**src/rtl/fetch_stage.sv**
```systemverilog
// fetch_stage -- instruction-fetch stage of the pipelined MIPS datapath.
//
// Owns the PC, issues instruction-memory reads and produces the IF/ID latch.
// The latch is a flat 96-bit vector packed as IF_ID_t:
//   if_id[95:64] = imemload, if_id[63:32] = pc, if_id[31:0] = pc4
//
// Ports:
//   CLK, RST        clock (rising edge), asynchronous active-high reset
//   ihit, imemload  instruction memory response
//   imemREN         instruction read request
//   imemaddr        read address (always the current PC)
//   stall           hold the IF/ID latch (decode cannot accept)
//   flush           squash the IF/ID latch
//   redirect        load redirect_pc (word aligned) into the PC
//   halt            stop fetching until reset
//   if_id           IF/ID latch contents
//   if_id_valid     latch holds a real instruction
//
// Optional feature: define FETCH_SKID_EN to add a one-entry skid buffer and
// the HOLD state, so a word arriving during a stall is kept rather than
// refetched. Without it, imemREN drops during a stall and the word is
// refetched once the stall clears.
module fetch_stage #(
  parameter logic [31:0] PC_INIT = 32'h0000_0000
) (
  input  logic        CLK,
  input  logic        RST,
  input  logic        ihit,
  input  logic [31:0] imemload,
  output logic        imemREN,
  output logic [31:0] imemaddr,
  input  logic        stall,
  input  logic        flush,
  input  logic        redirect,
  input  logic [31:0] redirect_pc,
  input  logic        halt,
  output logic [95:0] if_id,
  output logic        if_id_valid
);

`ifdef FETCH_SKID_EN
  typedef enum logic [1:0] {FETCH, HOLD, HALTED} state_t;
`else
  typedef enum logic [1:0] {FETCH, HALTED} state_t;
`endif

  state_t      state;
  logic [31:0] pc;
  logic [31:0] pc4;
`ifdef FETCH_SKID_EN
  logic [95:0] skid;
`endif

  // The low two bits of a redirect target are discarded.
  logic unused_redirect_lsbs;
  assign unused_redirect_lsbs = ^redirect_pc[1:0];

  assign pc4      = pc + 32'd4;
  assign imemaddr = pc;

`ifdef FETCH_SKID_EN
  assign imemREN = (state == FETCH);
`else
  assign imemREN = (state == FETCH) && !stall;
`endif

  always_ff @(posedge CLK or posedge RST) begin
    if (RST) begin
      state       <= FETCH;
      pc          <= PC_INIT;
      if_id       <= '0;
      if_id_valid <= 1'b0;
`ifdef FETCH_SKID_EN
      skid        <= '0;
`endif
    end else if (halt) begin
      state       <= HALTED;
      if_id       <= '0;
      if_id_valid <= 1'b0;
`ifdef FETCH_SKID_EN
      skid        <= '0;
`endif
    end else if (state != HALTED) begin
      if (redirect) begin
        // Same-cycle ihit is wrong-path and dropped; the latch is only
        // cleared by an accompanying flush, otherwise it obeys stall.
        pc    <= {redirect_pc[31:2], 2'b00};
        state <= FETCH;
`ifdef FETCH_SKID_EN
        skid  <= '0;
`endif
        if (flush) begin
          if_id       <= '0;
          if_id_valid <= 1'b0;
        end else if (!stall) begin
          if_id_valid <= 1'b0;
        end
      end else if (flush) begin
        // The arriving word is dropped and the PC left in place so the
        // next fetch re-reads it.
        if_id       <= '0;
        if_id_valid <= 1'b0;
        state       <= FETCH;
`ifdef FETCH_SKID_EN
        skid        <= '0;
`endif
      end else if (stall) begin
`ifdef FETCH_SKID_EN
        if (state == FETCH && ihit) begin
          skid  <= {imemload, pc, pc4};
          pc    <= pc4;
          state <= HOLD;
        end
`endif
      end else begin
`ifdef FETCH_SKID_EN
        if (state == HOLD) begin
          if_id       <= skid;
          if_id_valid <= 1'b1;
          skid        <= '0;
          state       <= FETCH;
        end else
`endif
        if (ihit) begin
          if_id       <= {imemload, pc, pc4};
          if_id_valid <= 1'b1;
          pc          <= pc4;
        end else begin
          if_id_valid <= 1'b0;
        end
      end
    end
  end

endmodule
```
**config.mk**
```make
export PLATFORM = sky130hd
export DESIGN_NAME = fetch_stage
export DESIGN_NICKNAME = d
export VERILOG_FILES = /design/src/rtl/fetch_stage.sv
export SDC_FILE = /design/constraint.sdc
export NUM_CORES = 1
export LEC_CHECK = 0
export BUFFER_PORTS_ARGS = -buffer_cell sky130_fd_sc_hd__clkbuf_2
export CAP_MARGIN = 30
export CELL_PAD_IN_SITES_DETAIL_PLACEMENT = 1
export CELL_PAD_IN_SITES_GLOBAL_PLACEMENT = 1
export CORE_MARGIN = 2
export CORE_UTILIZATION = 35
export CTS_BUF_LIST = sky130_fd_sc_hd__clkbuf_8
export CTS_CLUSTER_SIZE = 8
export DETAILED_ROUTE_END_ITERATION = 12
export PLACE_DENSITY_LB_ADDON = 0.1
export SETUP_SLACK_MARGIN = 0.05
export SLEW_MARGIN = 10
export SYNTH_ARGS = -nofsm -noshare
export SYNTH_HDL_FRONTEND = slang
export SYNTH_SLANG_ARGS = --single-unit
```
**constraint.sdc**
```tcl
create_clock -name CLK -period 3.4 [get_ports CLK]
set_input_delay 0.34 -clock CLK [delete_from_list [all_inputs] [get_ports CLK]]
set_output_delay 0.34 -clock CLK [all_outputs]
set_load 0.005 [all_outputs]
```
==> results of run 1 <==
==> worst paths after layout <==
kind | start | endpoint | slack (ns)
setup / recovery | imemaddr[2]$_DFFE_PP0P_ | if_id[24]$_DFFE_PP0P_ | 0.74
hold / removal | imemload[30] | if_id[94]$_DFFE_PP0P_ | 0.11
setup reg to reg | imemaddr[2]$_DFFE_PP0P_ | if_id[24]$_DFFE_PP0P_ | 0.74
hold reg to reg | if_id[8]$_DFFE_PP0P_ | if_id[8]$_DFFE_PP0P_ | 0.48
max in group asynchronous | RST | if_id[25]$_DFFE_PP0P_ | 1.85
min in group asynchronous | RST | if_id[68]$_DFFE_PP0P_ | 0.53
==> report_power, final <==
part	internal, mW	switching, mW
clock	0.562	0.585
combinational	0.0942	0.139
sequential	1.51	0.0519
total	2.17	0.776
==> per-layer routing <==
metal | global-route usage, % | routed length [um] | share of wire [%] | vias to the layer above
met4 | 6.58 | 244 | 1.3 | 0
li1 | - | - | - | 2428
met5 | 0 | 0 | 0 | -
met2 | 35.2 | 8600 | 46 | 185
met1 | 30.2 | 8680 | 47 | 2569
met3 | 5.36 | 1120 | 6.0 | 17
==> flip-flops by register name, summed over array words and instances (netlist names) <==
signal / count
state: 1
imemaddr: 30
if_id: 93
if_id_valid: 1
==> through the flow <==
step | hold WS [ns] | cells | power (mW) | util [%] | cell area [um^2]
global route | 0.107 | 988 | 3.07 | 45.5 | 7240
CTS | 0.0858 | 988 | 2.98 | 45.5 | 7240
finish | 0.113 | 988 | 2.95 | 45.5 | 7240
global placement | 0.451 | 955 | 1.82 | 43.3 | 6880
detailed placement | 0.464 | 955 | 1.83 | 43.3 | 6880
floorplan | 0.469 | 577 | 1.70 | - | 5690
==> critical path, stage by stage, from the launching register on <==
cell and delay (ns):
dfrtp_1 0.49, ha_1 0.31, nand3_2 0.17, nor4_2 0.70
nand4_1 0.32, and3_1 0.28, a211o_1 0.27
==> area by class of cell <==
class | count | share of cell area [%]
Tap cell | 216 | 3.74
Timing Repair Buffer | 214 | 15.6
Clock inverter | 11 | 0.744
Multi-Input combinational cell | 394 | 32.2
Inverter | 7 | 0.415
Sequential cell | 125 | 43.2
Clock buffer | 21 | 3.99
==> cell usage after synthesis (4+ instances only) <==
cell      instances
clkbuf_1         41
o21ai_1           6
xor2_1           12
nand2_1          90
nor2_1           29
o211ai_1          4
buf_4             6
nand3_1          22
dfrtp_1         125
o21ai_0          61
a22oi_1           9
inv_1             6
and2_1            5
a21oi_1          15
xnor2_1          12
o22ai_1           6
a22o_1           45
a211oi_1          4
o311ai_0          4
nand4_1          10
nor3_1            6
and3_1           16
==> cell families after synthesis <==
logic type               count (synthesis)  share of synthesized area [%]
AO/OA/AOI/OAI                          169                           19.9
buffers and inverters                   58                           4.29
XOR/XNOR                                24                           3.70
AND/OR/NAND/NOR                        197                           16.6
other                                    1                         0.0660
flip-flops                             125                           55.0
adder cells (fa/ha/maj)                  1                          0.220
multiplexers                             1                          0.176
==> metrics.txt, run 1 <==
# TYPE chip_impl_metric gauge
chip_impl_metric{name="worst_skew_pair.late_latency",unit="ns"} 0.44
chip_impl_metric{name="achievable_frequency",unit="MHz"} 376
chip_impl_metric{name="holdPathStages",unit=""} 3
chip_impl_metric{name="async_reset_ff_share",unit="%"} 100
chip_impl_metric{name="synth_cell_type_count",unit=""} 49
chip_impl_metric{name="tightestPinTransition",unit="ns"} 0.887
chip_impl_metric{name="peak_supply_drop",unit="mV"} 0.197
chip_impl_metric{name="timing.final.crit_period",unit="ns"} 2.66
chip_impl_metric{name="drt_first_pass_iters",unit=""} 4
chip_impl_metric{name="final_setup_margin",unit="ns"} 0.743
chip_impl_metric{name="wire_length_of_the_first_global_routing_pass",unit="um"} 30200
chip_impl_metric{name="num_rows",unit=""} 46
chip_impl_info{name="ys_top_cells_by_area",value="dfrtp_1 55%, a22o_1 6.9%, nand2_1 5.9%"} 1
chip_impl_metric{name="floorplan.initialDensity",unit="%"} 35.8
chip_impl_metric{name="netlist.area_leader.share",unit="%"} 55.0
chip_impl_info{name="element_type_at_the_critical_path_start",value="flop"} 1
chip_impl_metric{name="cp_data_required_time",unit="ns"} 3.73
chip_impl_info{name="most-common-layout-cells",value="196 x clkbuf_2, 125 x dfrtp_1, 90 x nand2_1"} 1
chip_impl_metric{name="area_growth_from_synthesis_to_layout",unit="%"} 27.3
chip_impl_metric{name="cp.arrival",unit="ns"} 2.98
chip_impl_metric{name="final_skew",unit="ns"} 0.0115
chip_impl_metric{name="globalplace.congestion",unit=""} 0.796
chip_impl_metric{name="floorplan_die_width",unit="um"} 131
chip_impl_metric{name="max_buffers_root_to_sink",unit=""} 2
chip_impl_metric{name="worstRegToRegCells",unit=""} 6
chip_impl_metric{name="vias_in_the_first_global_route",unit=""} 5382
chip_impl_info{name="netlist.top_cell.by_area",value="dfrtp_1"} 1
chip_impl_metric{name="timing.slew.headroom",unit="%"} 40.7
chip_impl_metric{name="antenna_found_initial",unit=""} 0
chip_impl_metric{name="multi_input_logic_area",unit="um^2"} 2330
chip_impl_metric{name="number_of_nets_in_the_layout",unit=""} 831
chip_impl_metric{name="place_ws",unit="ns"} 0.776
chip_impl_metric{name="dpl.hpwl",unit="um"} 13300
chip_impl_info{name="most_frequent_standard_cell_in_the_layout_excluding_fill_and_tap_cells",value="clkbuf_2"} 1
chip_impl_metric{name="timing.final.setup_violations",unit=""} 0
chip_impl_info{name="holdCritPathClass",value="input port to flop"} 1
chip_impl_metric{name="finalWirelength",unit="um"} 18600
chip_impl_metric{name="clkTransAtPathRegs",unit="ns"} 0.08
chip_impl_metric{name="viasPerCell",unit=""} 5.26
chip_impl_metric{name="total_of_flip_flops_plus_latches_after_synthesis",unit=""} 125
chip_impl_metric{name="grt_start_max_net_pins",unit=""} 54
chip_impl_metric{name="antenna_diode_instance_count",unit=""} 0
chip_impl_metric{name="ctsHtreeMaxLevel",unit=""} 4
chip_impl_metric{name="totalNegativeSetupSlack",unit="ns"} 0
chip_impl_metric{name="tritoncts.num_buffers",unit=""} 17
chip_impl_metric{name="timing_max_transition_violations_final",unit=""} 0
chip_impl_metric{name="cts_hold_buf",unit=""} 1
chip_impl_metric{name="layout_worst_path_cycle_share",unit="%"} 78.1
chip_impl_info{name="cts_root_buffer",value="clkbuf_8"} 1
chip_impl_info{name="cts_tree",value="built"} 1
chip_impl_metric{name="postCtsSetupRepairBufs",unit=""} 0
chip_impl_metric{name="via_count",unit=""} 5199
chip_impl_metric{name="layout.area.seq",unit="um^2"} 3130
chip_impl_metric{name="port_buffers",unit=""} 196
chip_impl_metric{name="worst-path-max-fanout",unit=""} 8
chip_impl_metric{name="syn_area",unit="um^2"} 5680
chip_impl_metric{name="fp.coreArea",unit="um^2"} 15900
chip_impl_metric{name="netlist_instances",unit=""} 576
chip_impl_metric{name="design.portCount",unit=""} 201
chip_impl_metric{name="ctsResizeCount",unit=""} 0
chip_impl_info{name="ys.flop_type",value="dfrtp_1"} 1
chip_impl_metric{name="area_of_the_die",unit="um^2"} 17300
chip_impl_info{name="critical_path_sink_type",value="flop"} 1
chip_impl_metric{name="clock_sinks",unit=""} 125
chip_impl_metric{name="drv_cap",unit=""} 0
chip_impl_metric{name="synth_seq_area_share",unit="%"} 55.0
chip_impl_metric{name="synth-edff-count",unit=""} 0
chip_impl_metric{name="power.leakage",unit="nW"} 3.58
chip_impl_metric{name="post_drt_wl_per_cell",unit="um"} 18.9
chip_impl_metric{name="drcViolationCount",unit=""} 0
chip_impl_metric{name="syn-mean-instance-area",unit="um^2"} 9.87
chip_impl_info{name="status",value="finished, final reports clean"} 1
chip_impl_metric{name="ant_nets",unit=""} 0
chip_impl_metric{name="dieHeight",unit="um"} 131
chip_impl_metric{name="layout-drive-gt1-share",unit="%"} 32.3
chip_impl_metric{name="synth-warning-count",unit=""} 0
chip_impl_info{name="path_class",value="flop to flop"} 1
chip_impl_metric{name="grt_use_total",unit="%"} 22.2
chip_impl_metric{name="report.final.hold_viol_count",unit=""} 0
chip_impl_metric{name="power.density",unit="nW/um^2"} 407
chip_impl_metric{name="globalRouteOverflowTotal",unit=""} 0
chip_impl_metric{name="nFillCells",unit=""} 1902
chip_impl_metric{name="first_iter_violations",unit=""} 204
chip_impl_info{name="setup_repair_after_global_routing_missed_its_margin",value="false"} 1
(Power assumes the default switching activity.)
==> run 2: changes to the inputs <==
Clock period 3.4 ns to 2.3 ns, I/O delays scaled along.
==> run 2 against run 1 <==
Effect of this change:
- clock-buffer cell count shrank 1
- global-route usage is 0.15 points higher
- sequential share of layout area fell by 2.0 points
- final area grew 4.7%
- register-to-register slack got worse by 0.58 ns
- maximum frequency grew 25%
- die area stayed put
- power is 51% higher
==> metrics.txt, run 2 (synthesis gave the netlist of run 1 again) <==
# TYPE chip_impl_metric gauge
chip_impl_metric{name="max_ffs_per_register",unit=""} 93
chip_impl_metric{name="finalWirelength",unit="um"} 18900
chip_impl_metric{name="cp.arrival",unit="ns"} 2.51
chip_impl_metric{name="place_ws",unit="ns"} 0.186
chip_impl_metric{name="drv_cap",unit=""} 0
chip_impl_metric{name="antenna_found_initial",unit=""} 0
chip_impl_metric{name="grt_start_max_net_pins",unit=""} 74
chip_impl_metric{name="ctsResizeCount",unit=""} 0
chip_impl_info{name="cts_root_buffer",value="clkbuf_8"} 1
chip_impl_metric{name="floorplan.initialDensity",unit="%"} 35.8
chip_impl_metric{name="power.leakage",unit="nW"} 3.75
chip_impl_info{name="cp-endpoint",value="imemaddr[22]$_DFFE_PP0P_"} 1
chip_impl_metric{name="stdcell_count",unit=""} 1019
chip_impl_info{name="timing.rr.end",value="imemaddr[22]$_DFFE_PP0P_"} 1
chip_impl_metric{name="final_setup_margin",unit="ns"} 0.168
chip_impl_metric{name="dpl.hpwl",unit="um"} 13300
chip_impl_metric{name="globalplace.congestion",unit=""} 0.829
chip_impl_metric{name="wire_length_of_the_first_global_routing_pass",unit="um"} 30700
chip_impl_info{name="most_flop_heavy_register",value="if_id"} 1
chip_impl_metric{name="ctsHtreeMaxLevel",unit=""} 4
chip_impl_metric{name="grt_use_total",unit="%"} 22.3
chip_impl_info{name="cts_tree",value="built"} 1
chip_impl_metric{name="placedInstanceArea",unit="um^2"} 7080
chip_impl_metric{name="clkTransAtPathRegs",unit="ns"} 0.07
chip_impl_info{name="setup_repair_after_global_routing_missed_its_margin",value="false"} 1
chip_impl_metric{name="worstRegToRegCells",unit=""} 6
chip_impl_metric{name="vias_in_the_first_global_route",unit=""} 5463
chip_impl_metric{name="timing.critical_path.slowest_cell_delay",unit="ns"} 0.59
chip_impl_metric{name="number_of_nets_in_the_layout",unit=""} 865
chip_impl_metric{name="timing.reg2reg.setup_slack",unit="ns"} 0.17
chip_impl_metric{name="port_buffers",unit=""} 196
chip_impl_info{name="element_type_at_the_critical_path_start",value="flop"} 1
chip_impl_metric{name="viasPerCell",unit=""} 5.22
chip_impl_metric{name="first_iter_violations",unit=""} 235
chip_impl_metric{name="cts_hold_buf",unit=""} 13
chip_impl_metric{name="place_inst",unit=""} 976
chip_impl_metric{name="design.portCount",unit=""} 201
chip_impl_metric{name="layout-drive-gt1-share",unit="%"} 33.6
chip_impl_metric{name="path_depth",unit=""} 6
chip_impl_metric{name="achievable_frequency",unit="MHz"} 469
chip_impl_info{name="path_class",value="flop to flop"} 1
chip_impl_info{name="most-common-layout-cells",value="196 x clkbuf_2, 125 x dfrtp_1, 90 x nand2_1"} 1
chip_impl_metric{name="num_rows",unit=""} 46
chip_impl_info{name="worst_reg2reg_path_startpoint",value="imemaddr[2]$_DFFE_PP0P_"} 1
chip_impl_metric{name="timing.final.crit_period",unit="ns"} 2.13
chip_impl_info{name="holdCritPathClass",value="input port to flop"} 1
chip_impl_metric{name="post_drt_wl_per_cell",unit="um"} 18.5
chip_impl_metric{name="area_of_the_die",unit="um^2"} 17300
chip_impl_metric{name="floorplan_die_width",unit="um"} 131
chip_impl_info{name="most_frequent_standard_cell_in_the_layout_excluding_fill_and_tap_cells",value="clkbuf_2"} 1
chip_impl_info{name="cp_slowest_cell",value="or4_1"} 1
chip_impl_metric{name="via_count",unit=""} 5317
chip_impl_info{name="worst_setup_path_startpoint",value="imemaddr[2]$_DFFE_PP0P_"} 1
chip_impl_metric{name="cp_num_buf_inv",unit=""} 0
chip_impl_info{name="crit_chain",value="ha_1, nand3_2, or4_1, or3_1, or3_1, nand3_1"} 1
chip_impl_info{name="cp_common_cell",value="or3_1"} 1
chip_impl_metric{name="timing_max_transition_violations_final",unit=""} 0
chip_impl_metric{name="fin_total_pwr",unit="mW"} 4.46
chip_impl_info{name="critPathTopFamily",value="simple AND/OR/NAND/NOR gates"} 1
chip_impl_metric{name="power.density",unit="nW/um^2"} 589
chip_impl_metric{name="postCtsSetupRepairBufs",unit=""} 0
chip_impl_metric{name="area_growth_from_synthesis_to_layout",unit="%"} 33.4
chip_impl_metric{name="final_skew",unit="ns"} 0.0105
chip_impl_metric{name="report.final.hold_viol_count",unit=""} 0
chip_impl_metric{name="ant_nets",unit=""} 0
chip_impl_info{name="critical_path_sink_type",value="flop"} 1
chip_impl_metric{name="fp.coreArea",unit="um^2"} 15900
chip_impl_metric{name="drcViolationCount",unit=""} 0
chip_impl_info{name="status",value="finished, final reports clean"} 1
chip_impl_metric{name="totalNegativeSetupSlack",unit="ns"} 0
chip_impl_metric{name="timing.final.setup_violations",unit=""} 0
chip_impl_metric{name="layout_worst_path_cycle_share",unit="%"} 92.7
chip_impl_metric{name="tightestPinTransition",unit="ns"} 0.824
chip_impl_metric{name="dieHeight",unit="um"} 131
chip_impl_metric{name="drt_first_pass_iters",unit=""} 4
chip_impl_metric{name="clock_sinks",unit=""} 125
chip_impl_metric{name="globalRouteOverflowTotal",unit=""} 0
chip_impl_metric{name="finalInstanceArea",unit="um^2"} 7580
chip_impl_metric{name="worst_skew_pair.late_latency",unit="ns"} 0.44
chip_impl_metric{name="worst-path-max-fanout",unit=""} 2
chip_impl_metric{name="timing.slew.headroom",unit="%"} 44.9
chip_impl_metric{name="max_buffers_root_to_sink",unit=""} 2
chip_impl_metric{name="antenna_diode_instance_count",unit=""} 0
chip_impl_metric{name="cp_data_required_time",unit="ns"} 2.67
chip_impl_metric{name="peak_supply_drop",unit="mV"} 0.290
chip_impl_metric{name="tritoncts.num_buffers",unit=""} 17
[run 2: cell types whose count changed in the layout (fill, tap and decap cells not counted)]
cell           previous run  this run
buf_12                    1         5
buf_4                    16        34
bufinv_16                 0         1
clkbuf_8                 21        20
clkinv_2                  4         2
clkinv_4                  0         1
dlygate4sd3_1             1        13
inv_1                    10         8
[run 2: through the flow]
| step | hold slack (ns) | util [%] |
|---|---|---|
| 2_1_floorplan | 0.359 | - |
| 3_3_place_gp | 0.427 | 44.6 |
| 3_5_place_dp | 0.453 | 44.6 |
| 4_1_cts | 0.00110 | 47.6 |
| 5_1_grt | 0.0107 | 47.7 |
| 6_report | 0.0236 | 47.7 |
[run 2: where the power goes]
part	internal, mW	switching, mW	leakage (nW)
combinational	0.181	0.246	1.88
sequential	2.24	0.0506	1.69
clock	0.907	0.840	0.186
[run 2: layer usage]
metal  share of wire (%)  wire length (um)  global-route usage [%]  vias to the layer above
met1                  48              9030                    31.9                     2630
met3                 5.8              1090                    5.21                       21
met2                  45              8480                    33.9                      179
met4                 1.4               269                    6.40                        0
li1                    -                 -                       -                     2487
met5                   0                 0                       0                        -
[run 2: area by class of cell]
type,count,area [um^2]
timing repair buffer,248,1470
fill,1891,8310
clock inverter,9,75.1
clock buffer,20,275
inverter,7,30.0
multi-input combinational,394,2330
tap,216,270
sequential,125,3130
[run 2: worst min-delay path, stage by stage]
cell and delay (ns):
clkbuf_2 0.09, nand2_1 0.04, nand3_1 0.07
[run 2: how the worst min path moves through the flow]
stage / startpoint / to / slack (ns) / depth (start not counted)
after global placement: RST / if_id[66]$_DFFE_PP0P_ / 0.43 / 2
after global routing: imemload[15] / if_id[79]$_DFFE_PP0P_ / 0.01 / 2
after floorplan: redirect_pc[22] / imemaddr[22]$_DFFE_PP0P_ / 0.36 / 2
after CTS: redirect_pc[22] / imemaddr[22]$_DFFE_PP0P_ / 0.001 / 3
after detailed placement: RST / if_id[65]$_DFFE_PP0P_ / 0.45 / 2
final: redirect_pc[22] / imemaddr[22]$_DFFE_PP0P_ / 0.02 / 3
==> run 3: changes to the inputs <==
Settings changed: ABC_AREA set to 1, CELL_PAD_IN_SITES_GLOBAL_PLACEMENT 1 to 2, CORE_UTILIZATION 35 to 26.
==> run 3 against run 2 <==
Effect of this change:
- critical path depth up 2
- via count grew 8.6%
- synthesized cell count grew 36%
- area after synthesis is 7.4% higher
- utilization is 13 points lower
- sequential share of layout area fell by 2.8 points
- clock skew grew 0.0048 ns
- critical path type unchanged
- maximum frequency grew 17%
==> metrics.txt, run 3 <==
# TYPE chip_impl_metric gauge
chip_impl_metric{name="sw_frac_of_total",unit="%"} 28.7
chip_impl_metric{name="num_rows",unit=""} 56
chip_impl_metric{name="worst_hold_slack",unit="ns"} 0.0478
chip_impl_info{name="most_frequent_standard_cell_in_the_layout_excluding_fill_and_tap_cells",value="nand2_1"} 1
chip_impl_metric{name="p_clk_share",unit="%"} 40.8
chip_impl_metric{name="layout.area.seq",unit="um^2"} 3130
chip_impl_metric{name="worstRegToRegCells",unit=""} 8
chip_impl_metric{name="dpl.hpwl",unit="um"} 15800
chip_impl_metric{name="intPower",unit="mW"} 3.18
chip_impl_metric{name="final_setup_margin",unit="ns"} 0.474
chip_impl_metric{name="wire_length_of_the_first_global_routing_pass",unit="um"} 34500
chip_impl_info{name="cts_tree",value="built"} 1
chip_impl_metric{name="number_of_nets_in_the_layout",unit=""} 1080
chip_impl_metric{name="peak_supply_drop",unit="mV"} 0.293
chip_impl_info{name="holdCritPathClass",value="input port to flop"} 1
chip_impl_metric{name="max_buffers_root_to_sink",unit=""} 2
chip_impl_metric{name="first_iter_violations",unit=""} 275
chip_impl_metric{name="layout-drive-gt1-share",unit="%"} 26.5
chip_impl_metric{name="timing.slew.headroom",unit="%"} 52.6
chip_impl_info{name="critical_path_sink_type",value="flop"} 1
chip_impl_info{name="netlist.top_cell.by_area",value="dfrtp_1"} 1
chip_impl_metric{name="clkTransAtPathRegs",unit="ns"} 0.08
chip_impl_metric{name="floorplan_die_width",unit="um"} 157
chip_impl_metric{name="ant_nets",unit=""} 0
chip_impl_info{name="setup_repair_after_global_routing_missed_its_margin",value="false"} 1
chip_impl_metric{name="report.final.hold_viol_count",unit=""} 0
chip_impl_metric{name="synth_cell_type_count",unit=""} 32
chip_impl_info{name="timing.rr.end",value="imemaddr[20]$_DFFE_PP0P_"} 1
chip_impl_metric{name="grt_use_total",unit="%"} 18.4
chip_impl_metric{name="globalplace.congestion",unit=""} 0.741
chip_impl_metric{name="timing.final.setup_violations",unit=""} 0
chip_impl_info{name="synth.top_cells.by_count",value="354 x nand2_1, 125 x dfrtp_1, 75 x nor2_1"} 1
chip_impl_metric{name="power.leakage",unit="nW"} 4.31
chip_impl_metric{name="port_buffers",unit=""} 196
chip_impl_metric{name="finalWirelength",unit="um"} 22100
chip_impl_metric{name="nFillCells",unit=""} 2900
chip_impl_metric{name="cp.arrival",unit="ns"} 2.17
chip_impl_info{name="element_type_at_the_critical_path_start",value="flop"} 1
chip_impl_metric{name="power.density",unit="nW/um^2"} 548
chip_impl_info{name="ys_top_cells_by_area",value="dfrtp_1 51%, nand2_1 22%, nor2_1 4.6%"} 1
chip_impl_metric{name="drt_first_pass_iters",unit=""} 4
chip_impl_metric{name="synth_seq_area_share",unit="%"} 51.3
chip_impl_info{name="path_class",value="flop to flop"} 1
chip_impl_info{name="worst_setup_path_startpoint",value="imemaddr[2]$_DFFE_PP0P_"} 1
chip_impl_metric{name="synth-edff-count",unit=""} 0
chip_impl_metric{name="globalRouteOverflowTotal",unit=""} 0
chip_impl_metric{name="place_ws",unit="ns"} 0.474
chip_impl_metric{name="tightestPinTransition",unit="ns"} 0.710
chip_impl_metric{name="area_growth_from_synthesis_to_layout",unit="%"} 33.3
chip_impl_metric{name="achievable_frequency",unit="MHz"} 548
chip_impl_metric{name="timing.reg2reg.setup_slack",unit="ns"} 0.47
chip_impl_metric{name="tritoncts.num_buffers",unit=""} 17
chip_impl_metric{name="synth-warning-count",unit=""} 0
chip_impl_metric{name="max_ffs_per_register",unit=""} 93
chip_impl_metric{name="drv_cap",unit=""} 0
chip_impl_metric{name="syn_area",unit="um^2"} 6100
chip_impl_metric{name="total_of_flip_flops_plus_latches_after_synthesis",unit=""} 125
chip_impl_metric{name="netlist.area_leader.share",unit="%"} 51.3
chip_impl_metric{name="finalInstanceArea",unit="um^2"} 8130
chip_impl_info{name="synth_most_common_cell",value="nand2_1"} 1
chip_impl_metric{name="antenna_diode_instance_count",unit=""} 0
chip_impl_info{name="cp-endpoint",value="imemaddr[20]$_DFFE_PP0P_"} 1
chip_impl_metric{name="cp_data_required_time",unit="ns"} 2.64
chip_impl_metric{name="clock_sinks",unit=""} 125
chip_impl_info{name="cts_root_buffer",value="clkbuf_8"} 1
chip_impl_metric{name="totalNegativeSetupSlack",unit="ns"} 0
chip_impl_metric{name="ctsHtreeMaxLevel",unit=""} 4
chip_impl_metric{name="drcViolationCount",unit=""} 0
chip_impl_metric{name="fp.coreArea",unit="um^2"} 23300
chip_impl_metric{name="worst-path-max-fanout",unit=""} 6
chip_impl_metric{name="design.portCount",unit=""} 201
chip_impl_metric{name="timing_max_transition_violations_final",unit=""} 0
chip_impl_metric{name="layout_worst_path_cycle_share",unit="%"} 79.4
chip_impl_info{name="most_flop_heavy_register",value="if_id"} 1
chip_impl_info{name="status",value="finished, final reports clean"} 1
chip_impl_metric{name="multi_input_logic_area",unit="um^2"} 2590
chip_impl_metric{name="final_skew",unit="ns"} 0.0153
chip_impl_metric{name="post_drt_wl_per_cell",unit="um"} 16.5
chip_impl_metric{name="vias_in_the_first_global_route",unit=""} 6066
chip_impl_info{name="most-common-layout-cells",value="354 x nand2_1, 196 x clkbuf_2, 125 x dfrtp_1"} 1
chip_impl_metric{name="worst_skew_pair.late_latency",unit="ns"} 0.46
chip_impl_info{name="ys.flop_type",value="dfrtp_1"} 1
chip_impl_metric{name="netlist_instances",unit=""} 782
chip_impl_metric{name="power.share.sequential",unit="%"} 50.5
chip_impl_metric{name="power.share.combinational",unit="%"} 8.7
chip_impl_metric{name="syn-mean-instance-area",unit="um^2"} 7.80
chip_impl_metric{name="via_count",unit=""} 5773
chip_impl_metric{name="dieHeight",unit="um"} 157
chip_impl_metric{name="grt_start_max_net_pins",unit=""} 61
chip_impl_metric{name="fin_total_pwr",unit="mW"} 4.46
chip_impl_metric{name="ctsResizeCount",unit=""} 0
chip_impl_metric{name="timing.final.crit_period",unit="ns"} 1.83
chip_impl_metric{name="placedInstanceArea",unit="um^2"} 7420
chip_impl_metric{name="viasPerCell",unit=""} 4.31
chip_impl_metric{name="total_switching_power",unit="mW"} 1.28
chip_impl_metric{name="async_reset_ff_share",unit="%"} 100
chip_impl_info{name="worst_reg2reg_path_startpoint",value="imemaddr[2]$_DFFE_PP0P_"} 1
chip_impl_metric{name="antenna_found_initial",unit=""} 0
chip_impl_metric{name="floorplan.initialDensity",unit="%"} 26.2
chip_impl_metric{name="area_of_the_die",unit="um^2"} 24700
[run 3: cell count changes in the layout (fill, tap and decap cells not counted), moves of 10 or more]
cell / change
o21ai_0: -27
inv_1: +28
and3_1: -16
nor2_1: +47
a22o_1: -45
o31ai_1: +26
dlygate4sd3_1: +22
xnor2_1: -11
nand4_1: -10
nand2_1: +264
buf_4: -27
[run 3: worst min-delay path by stage]
| stage | startpoint | end | cells after the start |
|---|---|---|---|
| 3_3_place_gp | RST | if_id[94]$_DFFE_PP0P_ | 2 |
| 3_5_place_dp | RST | if_id[94]$_DFFE_PP0P_ | 2 |
| 2_1_floorplan | imemload[1] | if_id[65]$_DFFE_PP0P_ | 2 |
| 6_report | redirect_pc[3] | imemaddr[3]$_DFFE_PP0P_ | 3 |
| 5_1_grt | redirect_pc[5] | imemaddr[5]$_DFFE_PP0P_ | 3 |
| 4_1_cts | redirect_pc[5] | imemaddr[5]$_DFFE_PP0P_ | 3 |
[run 3: per-stage QoR]
| stage | util (%) | std cells |
|---|---|---|
| 2_1_floorplan | - | 783 |
| 3_3_place_gp | 31.9 | 1273 |
| 3_5_place_dp | 31.9 | 1273 |
| 4_1_cts | 35.0 | 1340 |
| 5_1_grt | 35.0 | 1340 |
| 6_report | 35.0 | 1340 |
[run 3: logic make-up (layout without fill, tap and decap cells)]
family | Yosys count | after routing | synth area share (%)
other cells | 1 | 2 | 0.0615
xor+xnor | 8 | 8 | 1.15
compound gates | 81 | 81 | 8.32
fa+ha+maj | 1 | 1 | 0.205
simple gates | 486 | 486 | 32.7
buf+inv | 80 | 318 | 6.32
flops | 125 | 125 | 51.3
[run 3: critical path: stages, from the launching register on]
cell and delay (ns):
dfrtp_1 0.45, ha_1 0.26, nand2_1 0.08, nor2_2 0.22, nand3_1 0.22, o21ai_0 0.27
nand3_1 0.10, nand2_1 0.07, nand2_1 0.04
[run 3: metal layers]
metal	track usage [%]	part of all wire, %	vias to the layer above
li1	-	-	2898
met1	25.9	51	2717
met2	28.5	43	140
met3	3.91	4.7	18
met4	5.15	1.2	0
met5	0	0	-
[run 3: power by group through the flow]
stage | logic (mW) | registers [mW] | clock network, mW
floorplan | 0.163 | 2.30 | 0
global placement | 0.347 | 2.29 | 0
detailed placement | 0.349 | 2.29 | 0
CTS | 0.398 | 2.25 | 1.89
global route | 0.433 | 2.26 | 2.00
finish | 0.386 | 2.25 | 1.82
[run 3: layout make-up]
cell class / count / share of cell area, %
Clock buffer: 18 / 3.05
Clock inverter: 14 / 1.37
Inverter: 43 / 2.08
Multi-Input combinational cell: 578 / 31.9
Sequential cell: 125 / 38.5
Tap cell: 319 / 4.91
Timing Repair Buffer: 243 / 18.2
[run 3: repair_timing]
action / in CTS / in global routing
buffers inserted: 0 / 0
hold buffers: 35 / 0
hold endpoints to repair: 54 / 0
